--- src/rtl/stream_rr_arbiter.sv ---
// stream_rr_arbiter: packet-locked round-robin arbiter feeding one stream through a 2-entry skid stage
module stream_rr_arbiter #(
  parameter int DATA_WIDTH = 32,
  parameter int NUM_SOURCES = 4,
  localparam int SRC_W = $clog2(NUM_SOURCES)
) (
  input  logic                              clk,
  input  logic                              reset_n,
  input  logic [NUM_SOURCES*DATA_WIDTH-1:0] in_data,
  input  logic [NUM_SOURCES-1:0]            in_last,
  input  logic [NUM_SOURCES-1:0]            in_valid,
  output logic [NUM_SOURCES-1:0]            in_ready,
  output logic [DATA_WIDTH-1:0]             out_data,
  output logic                              out_last,
  output logic [SRC_W-1:0]                  out_src,
  output logic                              out_valid,
  input  logic                              out_ready,
  output logic                              busy
);
  typedef enum logic {IDLE, LOCKED} arb_t;
  typedef enum logic [1:0] {EMPTY, BUSY, FULL} stg_t;
  typedef logic [SRC_W:0] ext_t;
  arb_t arb_q, arb_d;
  stg_t stg_q, stg_d;
  logic [SRC_W-1:0] rr_q, rr_d, gnt_q, gnt_d, os_q, os_d, bs_q, bs_d, win, idx;
  logic [DATA_WIDTH-1:0] od_q, od_d, bd_q, bd_d, sel_data;
  logic ol_q, ol_d, bl_q, bl_d, can_take, in_fire, out_fire, end_pkt, load_out, load_buf, flush;
  ext_t sum;
  // scan downward so the source closest to rr_q (smallest offset) wins
  always_comb begin
    win = rr_q;
    sum = '0;
    idx = '0;
    for (int k = NUM_SOURCES - 1; k >= 0; k--) begin
      sum = {1'b0, rr_q} + ext_t'(k);
      idx = SRC_W'(sum >= ext_t'(NUM_SOURCES) ? sum - ext_t'(NUM_SOURCES) : sum);
      if (in_valid[idx]) win = idx;
    end
  end
  always_comb begin
    sel_data = '0;
    in_ready = '0;
    can_take = arb_q == LOCKED && stg_q != FULL;
    for (int i = 0; i < NUM_SOURCES; i++) begin
      if (gnt_q == SRC_W'(i)) sel_data = in_data[i*DATA_WIDTH +: DATA_WIDTH];
      in_ready[i] = can_take && gnt_q == SRC_W'(i);
    end
  end
  always_comb begin
    in_fire = can_take && in_valid[gnt_q];
    out_fire = stg_q != EMPTY && out_ready;
    end_pkt = in_fire && in_last[gnt_q];
    arb_d = arb_q == IDLE ? (|in_valid ? LOCKED : IDLE) : (end_pkt ? IDLE : LOCKED);
    gnt_d = arb_q == IDLE && |in_valid ? win : gnt_q;
    rr_d = end_pkt ? (gnt_q == SRC_W'(NUM_SOURCES - 1) ? '0 : gnt_q + SRC_W'(1)) : rr_q;
    load_out = in_fire && (stg_q == EMPTY || out_fire);
    load_buf = in_fire && stg_q == BUSY && !out_fire;
    flush = stg_q == FULL && out_fire;
    od_d = load_out ? sel_data : flush ? bd_q : od_q;
    ol_d = load_out ? in_last[gnt_q] : flush ? bl_q : ol_q;
    os_d = load_out ? gnt_q : flush ? bs_q : os_q;
    bd_d = load_buf ? sel_data : bd_q;
    bl_d = load_buf ? in_last[gnt_q] : bl_q;
    bs_d = load_buf ? gnt_q : bs_q;
    stg_d = in_fire && !out_fire ? (stg_q == EMPTY ? BUSY : FULL) :
            !in_fire && out_fire ? (stg_q == FULL ? BUSY : EMPTY) : stg_q;
  end
  always_ff @(posedge clk or negedge reset_n) begin
    if (!reset_n) begin
      arb_q <= IDLE;
      stg_q <= EMPTY;
      rr_q <= '0;
      gnt_q <= '0;
      od_q <= '0;
      ol_q <= 1'b0;
      os_q <= '0;
      bd_q <= '0;
      bl_q <= 1'b0;
      bs_q <= '0;
    end else begin
      arb_q <= arb_d;
      stg_q <= stg_d;
      rr_q <= rr_d;
      gnt_q <= gnt_d;
      od_q <= od_d;
      ol_q <= ol_d;
      os_q <= os_d;
      bd_q <= bd_d;
      bl_q <= bl_d;
      bs_q <= bs_d;
    end
  end
  assign out_data = od_q;
  assign out_last = ol_q;
  assign out_src = os_q;
  assign out_valid = stg_q != EMPTY;
  assign busy = arb_q == LOCKED;
endmodule

--- config.mk ---
export PLATFORM = sky130hd
export DESIGN_NAME = stream_rr_arbiter
export DESIGN_NICKNAME = d
export VERILOG_FILES = /design/src/rtl/stream_rr_arbiter.sv
export SDC_FILE = /design/constraint.sdc
export NUM_CORES = 1
export LEC_CHECK = 0
export ABC_AREA = 1
export BUFFER_PORTS_ARGS = -buffer_cell sky130_fd_sc_hd__buf_2
export CORE_ASPECT_RATIO = 0.9
export CORE_UTILIZATION = 35
export DETAILED_ROUTE_END_ITERATION = 12
export PLACE_DENSITY = 0.61
export SYNTH_ARGS = -nofsm -noshare
export SYNTH_HDL_FRONTEND = slang
export SYNTH_SLANG_ARGS = --single-unit
--- constraint.sdc ---
create_clock -name clk -period 2.35 [get_ports clk]
set_clock_uncertainty 0.15 [all_clocks]
set_input_delay 0.1175 -clock clk [delete_from_list [all_inputs] [get_ports clk]]
set_output_delay 0.1175 -clock clk [all_outputs]
set_load 0.01 [all_outputs]
======== Yosys cells after proc, flatten, opt, wreduce, memory -nomap -nowiden ========
Cells that the tools add are included.
cells by class
  add/subtract/negate cells ............... 8
  $lt $le $gt $ge ......................... 9
  equal/unequal tests ..................... 6
  multiplexer cells ....................... 38
  bitwise gates (word level) .............. 1
  reductions and logical operators ........ 24
operator list
  operator               number
  $mux W32               6
  $mux W2                14
  $logic_and A1 B1 Y1    15
  $lt A2 B3 Y1 const B   5
  $bmux W1 S2            6
  $mux W1                12
  $ge A3 B3 Y1 const B   3
  $sub A2 B1 Y2 const B  4
  $add A2 B2 Y3 const B  2
  $eq A2 B2 Y1 const B   3
  $reduce_bool A2 Y1     3
  $eq A2 B1 Y1 const B   2
  $logic_not A2 Y1       2
  $reduce_or A4 Y1       1
  $add A2 B1 Y3 const B  1
  $ge A2 B3 Y1 const B   1
  $add A2 B1 Y2 const B  1
  $logic_not A1 Y1       2
  $ne A2 B2 Y1 const B   1
  $logic_or A1 B1 Y1     1
  $not A1 Y1             1
storage, ports and cells
  bits in registers ....................... 77
  input port bits ......................... 139
  output and inout port bits .............. 41
  logic and storage cells ................. 96

======== Longest topological paths before layout ========
Gate-level depths: netlist of run 1.
  depth in word-level cells ............... 9
  mapped depth ............................ 12
  depth with buffers taken out ............ 11

======== Least setup slack after synthesis of run 1 ========
Ideal clock, no wire load.
  path type ............................... reg2reg
  from .................................... register gnt_q[0]
  to ...................................... register bd_q[0]
  setup time .............................. 65 ps
  arrival time ............................ 1615 ps
  data required time ...................... 2135 ps
  path slack .............................. 520 ps
  stages on the path, launching flop included .. 11
  buffers on the path ..................... 3
  cells stage by stage .................... dfrtp_1 -> buf_6 -> inv_4 -> ha_1 -> clkbuf_1 -> inv_1 -> buf_1 -> nand2_1 -> a21oi_1 -> nand2_1 -> nand2_1
between the ends
  longest elaborated chain between the ends .. 5
  elaborated cells on any way between the ends .. 13
  classes of those cells .................. 3 x eq/ne; 6 x mux; 4 x reduce/logical
ends and longest elaborated chain
  what                                                          line    text
  start: declaration                                            25      logic [SRC_W-1:0] rr_q, rr_d, gnt_q, gnt_d, os_q, os_d, bs_q, bs_d, win, idx;
  start signal: assignment                                      84      gnt_q <= gnt_d;
  $logic_not A2 Y1 or $bmux W1 S2 (tied branches)               45, 50
  $mux W32 or $mux W1 (tied branches)                           45, 50
  $mux W32 or $logic_and A1 B1 Y1 (tied branches)               45, 50
  $mux W32 or $logic_and A1 B1 Y1 (tied branches) (2 in a row)  45, 57
  end signal: assignment                                        77      bd_q <= '0;
  end signal: assignment                                        88      bd_q <= bd_d;
  end: declaration                                              26      logic [DATA_WIDTH-1:0] od_q, od_d, bd_q, bd_d, sel_data;
Parallel ways exist; a longest one is shown, timed or not. The select of a mux whose other input is x is not followed.
A chain may end at the register's enable or synchronous reset.

======== Final worst setup path of run 1 ========
  from .................................... register gnt_q[1]
  to ...................................... output port in_ready[1]
between the ends
  longest elaborated chain between the ends .. 2
ends and longest elaborated chain
  what                 line  text
  $eq A2 B1 Y1         46    in_ready[i] = can_take && gnt_q == SRC_W'(i);
  $logic_and A1 B1 Y1  46
  end: declaration     12    output logic [NUM_SOURCES-1:0] in_ready,
No other way between the ends.

==> run metrics, run 1 <==
status complete, no violations; most frequent cells after synthesis nand2_1, dfrtp_1, a21oi_1; Layout area overhead 27.4%; biggest area consumer among synthesized cells dfrtp_1; Post-synth ARST share 100%; final period utilization 91.0%; Hold EP bd_q[10]; CTS tree yes; max-slew violation count 0; DRC 0; DP Area 0.00602 mm^2; MaxCap Viol Count 0; Max IR drop VDD 606 uV; WL per Instance 14.1 um; syn_area_per_cell 6.98 um^2; GRT Overall Usage 21.5%; CP Buf/Inv Count 4; Data required, critical path 2080 ps; DR pass1 iterations 6; Post-CTS Setup Bufs 0; Clock transition at path regs 60 ps; final net count 1022; CP Launch Type register; Comb pwr share 56.6%; HP Start in_data[106]; Clk pwr share 16.4%; Sw Share 46.0%; Final Hold Viols 0; CP top delay family buffers and inverters; Unique masters post-synth 30; Ys Warns 0; post-route ant nets 0; layout cell share with drive strength beyond 1 29.1%; post-synth top area share 38.8%; minimum clock period 2140 ps; die height 115 um; HPWL after DPL 10800 um; largest net degree at the start of global routing 41; pwr dens 1370 mW/mm^2; post-synthesis sequential area ratio 38.8%; Clock Latency Late Sink 340 ps; Post-synth EDFFs 0; CTS Sinks 77; core area 0.0136 mm^2; TritonCTS buffer count 9; final setup fails 0; Mapped Cells 712; Seq pwr share 27.0%; GR Overflow Total 0; die area 0.0147 mm^2; Yosys reg bits 77; flop2flop setup slack 290 ps; crit-path cells inv_1, ha_2, buf_4, inv_1, nor2_1, buf_2; Worst R2R Path Depth 9; Max Freq 0.468 GHz; initial antenna violation count 0; critical path's slowest cell dfrtp_1; fin util 46.5%; Root Buffer clkbuf_16; ys flop type dfrtp_1; Tightest Pin Transition 663 ps; setup_tns 0 ps; top cells by area, synth dfrtp_1, nand2_1, a21oi_1, nand3_2, o21ai_0; via/cell ratio 4.75; Routability Congestion 0.827; number of H-tree levels 3; antenna cell count 0; mapped cell area 0.00497 mm^2; Worst Hold Depth 5; chip width 128 um; Sw Pwr 0.00398 W; total number of vias 5093; PortBufs 179; Clock Tree Buf Depth 2; initial drt markers 219; global-route wire length before repair 24600 um; Reg2Reg Capture Point out_data[18]; syn nets 856; Std-Cell Rows 40; Tot Pwr 0.00866 W; final instance area 0.00634 mm^2; IO Count 180; Most Frequent Cell on Critical Path inv_1; crit path kind register to output pin; worst rel slew slack 55.8%; max incr delay on CP 470 ps; Critical Path AT 1870 ps; Worst Hold Class primary input to register; drt total wl 15100 um; starting density of the core 36.5%; reg2reg start gnt_q[1]; number of global-route vias before repair 4843; Internal Power 0.00468 W; RSZ-0062 raised after global routing false; most frequent cell after synthesis nand2_1; LEAKAGE 3.35 nW; worst-path maximum fanout 35; CP Capture Type output pin
==> state kept, by name, indices dropped and copies added, names as in the netlist <==
name      count
bd_q         32
bl_q          1
bs_q          2
busy          1
gnt_q         2
out_data     32
out_last      1
out_src       2
rr_q          2
stg_q         2
==> power groups by stage <==
stage | logic (W) | clock network, W | registers, W
floorplan | 0.00348 | 0 | 0.00241
global placement | 0.00492 | 0 | 0.00236
detailed placement | 0.00495 | 0 | 0.00236
CTS | 0.00497 | 0.00144 | 0.00235
global route | 0.00558 | 0.00150 | 0.00242
finish | 0.00490 | 0.00142 | 0.00234
==> what timing repair did <==
item	4_1_cts	5_1_grt
gates resized for setup	0	0
hold buffers	1	0
endpoints found under the hold margin	37	0
==> cells in the final DEF (no fill, tap or decap), types with 2 or more instances in the layout <==
cell type and count:
inv_4 2, nor2_4 3, o21a_1 24, buf_12 3, clkbuf_16 9, buf_2 178
ha_1 4, nand3_2 25, clkinvlp_4 2, o21ai_1 2, o21ai_0 42, buf_4 18
inv_1 27, nand2_1 310, nand2_4 2, nand2_2 2, dfrtp_1 77, nor2_1 39
nand3_1 28, inv_2 4, a21oi_1 66
==> stage by stage <==
stage,std cells,hold slack [ps],worst slack (ps)
final,1072,14.0,212
after global routing,1072,36.5,31.4
after CTS,1072,8.53,186
after detailed placement,1055,-22.7,285
after global placement,1055,-23.4,309
after floorplan,712,-328,520
==> logic make-up (layout without fill, tap and decap cells) <==
kind of cell	after synthesis	in the layout	synth area share, %
flip-flops	77	77	38.8
buffers and inverters	79	250	8.15
adder cells (fa/ha/maj)	5	5	1.26
AND/OR/NAND/NOR	413	413	36.3
AO/OA/AOI/OAI	138	138	15.5
==> final cells by class <==
type	instances	area, um^2
sequential	77	1930
clock inverter	5	58.8
clock buffer	11	243
fill	1427	7280
multi-input combinational	556	2640
inverter	34	133
tap	189	236
timing repair buffer	200	1100
==> metal layers <==
layer | vias up | global-route usage [%] | part of all wire, %
met4 | 0 | 4.55 | 0.74
met1 | 2322 | 28.3 | 46
li1 | 2614 | - | -
met2 | 149 | 37.0 | 47
met3 | 8 | 3.91 | 5.9
met5 | - | 0 | 0
==> worst max-delay path by stage <==
| stage | startpoint | to | cells after the start |
|---|---|---|---|
| floorplan | gnt_q[0] | bd_q[0] | 10 |
| global placement | gnt_q[1] | out_data[18] | 9 |
| detailed placement | gnt_q[1] | bd_q[19] | 9 |
| CTS | gnt_q[1] | in_ready[1] | 6 |
| global route | gnt_q[1] | bd_q[17] | 9 |
| finish | gnt_q[1] | in_ready[1] | 6 |
==> worst register-to-register path, stage by stage (launching register included) <==
cell and delay [ps]:
dfrtp_1 470, inv_1 210, ha_2 250, buf_4 320, nand2_1 80, o21ai_0 80, nand2_1 100, a21oi_1 190
nand2_1 80, nand3_1 80
(Power assumes the default switching activity.)
==> run 2, diff against run 1 <==
Settings changed: BUFFER_PORTS_ARGS -buffer_cell sky130_fd_sc_hd__buf_2 to default, CORE_UTILIZATION 35 to 30, DONT_BUFFER_PORTS from default to 1, PLACE_DENSITY 0.61 to 0.45.
==> run metrics, run 2 (synthesized netlist as in run 1, its figures left out) <==
status complete, no violations; Hold EP bd_q[16]; Seq pwr share 30.5%; Clock Tree Buf Depth 2; commonest non-fill, non-tap cell in the layout nand2_1; chip width 138 um; largest net degree at the start of global routing 78; Final Worst Setup Slack 227 ps; DR pass1 iterations 5; Most Frequent Cell on Critical Path buf_4; Critical Path AT 1860 ps; initial antenna violation count 0; Worst R2R Path Depth 9; Layout area overhead 25.4%; drt total wl 15800 um; Final Hold Viols 0; HPWL after DPL 10700 um; crit path kind register to output pin; RSZ-0062 raised after global routing false; crit-path cells inv_4, ha_1, inv_1, buf_4, nor2_1, buf_4; CTS Sinks 77; die height 124 um; Std-Cell Rows 44; Root Buffer clkbuf_16; setup_tns 0 ps; final period utilization 90.4%; WL per Instance 16.0 um; Multi-input gate area 0.00264 mm^2; number of H-tree levels 3; worst-path maximum fanout 18; IO Count 180; number of global-route vias before repair 4703; flop2flop setup slack 260 ps; Internal Power 0.00443 W; CP Launch Type register; CTS tree yes; TritonCTS buffer count 9; global-route wire length before repair 24200 um; MaxCap Viol Count 0; starting density of the core 30.7%; Clk pwr share 15.3%; DRC 0; LEAKAGE 2.96 nW; PortBufs 0; Max IR drop VDD 719 uV; minimum clock period 2120 ps; final setup fails 0; Post-CTS Setup Bufs 0; Worst Hold Depth 4; Comb pwr share 54.2%; post-route ant nets 0; die area 0.0171 mm^2; Sw Share 47.2%; Clock transition at path regs 60 ps; Clock Latency Late Sink 340 ps; HP Start in_data[80]; total number of vias 4848; max-slew violation count 0; Worst Hold Class primary input to register; most frequent cells in the layout nand2_1, dlygate4sd3_1, dfrtp_1; Final Non-Filler Cells 988; max incr delay on CP 580 ps; Data required, critical path 2080 ps; CP Capture Type output pin; Sequential Area 0.00193 mm^2; Max Freq 0.471 GHz; via/cell ratio 4.91; # placed instances 895; GR Overflow Total 0; antenna cell count 0; Tightest Pin Transition 661 ps; initial drt markers 246; GRT Overall Usage 19.2%; Reg2Reg Capture Point bd_q[25]; layout cell share with drive strength beyond 1 9.99%; pwr dens 1350 mW/mm^2; reg2reg start gnt_q[0]; final net count 922; core area 0.0162 mm^2; Sw Pwr 0.00396 W; Routability Congestion 0.794; Tot Pwr 0.00839 W; fin util 38.5%; worst rel slew slack 55.9%; filler instances 1706; pre-CTS setup slack 222 ps; critical path's slowest cell dfrtp_1
[run 2: metal layers]
| layer | track usage, % | wire length (um) | vias to the layer above |
|---|---|---|---|
| li1 | - | - | 2415 |
| met1 | 22.2 | 6610 | 2216 |
| met2 | 32.5 | 7490 | 192 |
| met3 | 7.57 | 1460 | 25 |
| met4 | 5.77 | 278 | 0 |
| met5 | 0 | 0 | - |
[run 2: how the worst max path moves through the flow]
| stage | from | end | slack, ps | depth (start not counted) |
|---|---|---|---|---|
| 2_1_floorplan | gnt_q[0] | bd_q[0] | 520 | 10 |
| 3_3_place_gp | gnt_q[0] | out_data[18] | 330 | 9 |
| 3_5_place_dp | gnt_q[0] | out_data[18] | 220 | 9 |
| 4_1_cts | gnt_q[0] | in_ready[2] | 200 | 6 |
| 5_1_grt | gnt_q[0] | out_data[2] | 50 | 9 |
| 6_report | gnt_q[0] | in_ready[2] | 230 | 6 |
[run 2: power by group through the flow]
stage / sequential [W] / combinational, W / clock, W
global route: 0.00265 / 0.00520 / 0.00139
detailed placement: 0.00259 / 0.00443 / 0
global placement: 0.00258 / 0.00432 / 0
finish: 0.00256 / 0.00454 / 0.00129
CTS: 0.00257 / 0.00459 / 0.00134
floorplan: 0.00241 / 0.00348 / 0
[run 2: cell type report]
| cell class | count | share of cell area (%) |
|---|---|---|
| Clock buffer | 12 | 4.11 |
| Multi-Input combinational cell | 556 | 42.4 |
| Timing Repair Buffer | 100 | 16.2 |
| Clock inverter | 2 | 0.161 |
| Sequential cell | 77 | 30.9 |
| Tap cell | 207 | 4.15 |
| Inverter | 34 | 2.13 |
[run 2: critical path, delay by kind of cell (launching register included)]
family	cells	cell delay, ps
adders and majority gates	1	270
buffers and inverters	4	580
DFF	1	580
and+or+nand+nor	1	80
[run 2: per-stage QoR]
stage / instance area (um^2) / hold WS, ps
3_5_place_dp: 5160 / -325
2_1_floorplan: 4970 / -328
4_1_cts: 6230 / 1.15
6_report: 6230 / 7.59
5_1_grt: 6230 / 23.0
3_3_place_gp: 5160 / -325
[run 2: what timing repair did]
| action | in CTS | in global routing |
|---|---|---|
| hold buffers | 79 | 0 |
| resized for setup | 0 | 1 |
| hold endpoints to repair | 145 | 0 |
| setup endpoints to repair | 0 | 1 |
==> run 3, diff against run 2 <==
Clock period 2.35 ns to 2.3 ns, I/O delays scaled along.
==> run metrics, run 3 (synthesized netlist as in run 1, its figures left out) <==
pwr dens 1380 mW/mm^2; Clock Tree Buf Depth 2; post-route ant nets 0; Layout area overhead 27.5%; CP Capture Type register; RSZ-0062 raised after global routing false; MaxCap Viol Count 0; Routability Congestion 0.756; largest net degree at the start of global routing 78; Hold Buf Count CTS 85; HPWL after DPL 10600 um; Internal Power 0.00461 W; Root Buffer clkbuf_16; TritonCTS buffer count 9; LEAKAGE 3.02 nW; starting density of the core 30.7%; setup_tns 0 ps; worst rel slew slack 52.9%; GR Overflow Total 0; Hold EP bd_q[13]; Max IR drop VDD 724 uV; layout cell share with drive strength beyond 1 10.5%; Comb pwr share 54.5%; GRT Overall Usage 19.1%; minimum hold slack 3.11 ps; DRC 0; WL per Instance 16.1 um; Tightest Pin Transition 706 ps; Std-Cell Rows 44; critical path's slowest cell dfrtp_1; final period utilization 87.9%; antenna cell count 0; initial drt markers 240; Final Hold Viols 0; Seq pwr share 29.8%; Sw Pwr 0.00412 W; Worst Hold Depth 4; IO Count 180; die height 124 um; max incr delay on CP 380 ps; crit path kind register to register; HP Start in_data[77]; max-slew violation count 0; final setup fails 0; CP Launch Type register; die area 0.0171 mm^2; PortBufs 0; number of H-tree levels 3; chip width 138 um; reg2reg start gnt_q[0]; Worst Hold Class primary input to register; Critical Path AT 2150 ps; Tot Pwr 0.00873 W; Clk pwr share 15.6%; crit-path cells buf_4, ha_2, buf_12, nand2_1, o21ai_0, nand2_1, a21oi_1, nand2_1, nand2_1; final instance area 0.00634 mm^2; drt total wl 16100 um; final net count 933; total number of vias 5001; DR pass1 iterations 5; via/cell ratio 5.00; CTS tree yes; post-cts repair resize count 0; global-route wire length before repair 24600 um; Most Frequent Cell on Critical Path nand2_1; Worst R2R Path Depth 9; Sw Share 47.2%; number of global-route vias before repair 4800; CTS Sinks 77; Reg2Reg Capture Point bd_q[4]; core area 0.0162 mm^2; most frequent cells in the layout nand2_1, dlygate4sd3_1, dfrtp_1; flop2flop setup slack 280 ps; Clock Latency Late Sink 340 ps; worst-path maximum fanout 42; DP Area 0.00519 mm^2; commonest non-fill, non-tap cell in the layout nand2_1; Post-CTS Setup Bufs 0; status complete, no violations; Max Freq 0.494 GHz; minimum clock period 2020 ps; Data required, critical path 2430 ps; initial antenna violation count 0; Clock transition at path regs 60 ps
run 3: changes by cell type in the layout (fill, tap and decap cells not counted), sizes merged:
cell,previous run,this run
clkinv,3,2
clkbuf,12,14
buf,22,27
dlygate4sd3,78,84
run 3: worst max-delay path: cells and delay by family, from the launching register on:
kind | cells | cell delay, ps
AO/OA/AOI/OAI | 2 | 370
adder cells (fa/ha/maj) | 1 | 320
buffers and inverters | 2 | 430
flip-flops | 1 | 380
AND/OR/NAND/NOR | 4 | 290
run 3: worst max path at each step:
stage,start,end,depth (start not counted)
floorplan,gnt_q[0],bd_q[0],10
global placement,gnt_q[0],bd_q[4],9
detailed placement,gnt_q[0],bd_q[4],9
CTS,gnt_q[0],in_ready[3],6
global route,gnt_q[1],bd_q[12],9
finish,gnt_q[0],bd_q[4],9
run 3: layout make-up:
class / count / area (um^2)
tap: 207 / 259
multi-input combinational: 556 / 2640
timing repair buffer: 111 / 1100
clock inverter: 1 / 5.00
sequential: 77 / 1930
inverter: 34 / 133
fill: 1696 / 9840
clock buffer: 14 / 274
run 3: per-layer routing:
layer / track usage (%) / up-vias / wire, um
met1: 23.0 / 2359 / 6980
met2: 32.6 / 192 / 7570
li1: - / 2430 / -
met5: 0 / - / 0
met4: 5.71 / 0 / 248
met3: 5.66 / 20 / 1260
run 3: power by group through the flow:
stage / sequential (W) / clock [W] / combinational (W)
5_1_grt: 0.00268 / 0.00146 / 0.00540
4_1_cts: 0.00261 / 0.00142 / 0.00479
2_1_floorplan: 0.00246 / 0 / 0.00355
6_report: 0.00260 / 0.00137 / 0.00476
3_3_place_gp: 0.00261 / 0 / 0.00451
3_5_place_dp: 0.00262 / 0 / 0.00462
run 3: per-stage QoR:
| stage | instances | utilization, % | setup slack (ps) |
|---|---|---|---|
| floorplan | 712 | - | 470 |
| global placement | 900 | 32.1 | 393 |
| detailed placement | 900 | 32.1 | 340 |
| CTS | 1000 | 39.2 | 258 |
| global route | 1000 | 39.2 | 137 |
| finish | 1000 | 39.2 | 277 |
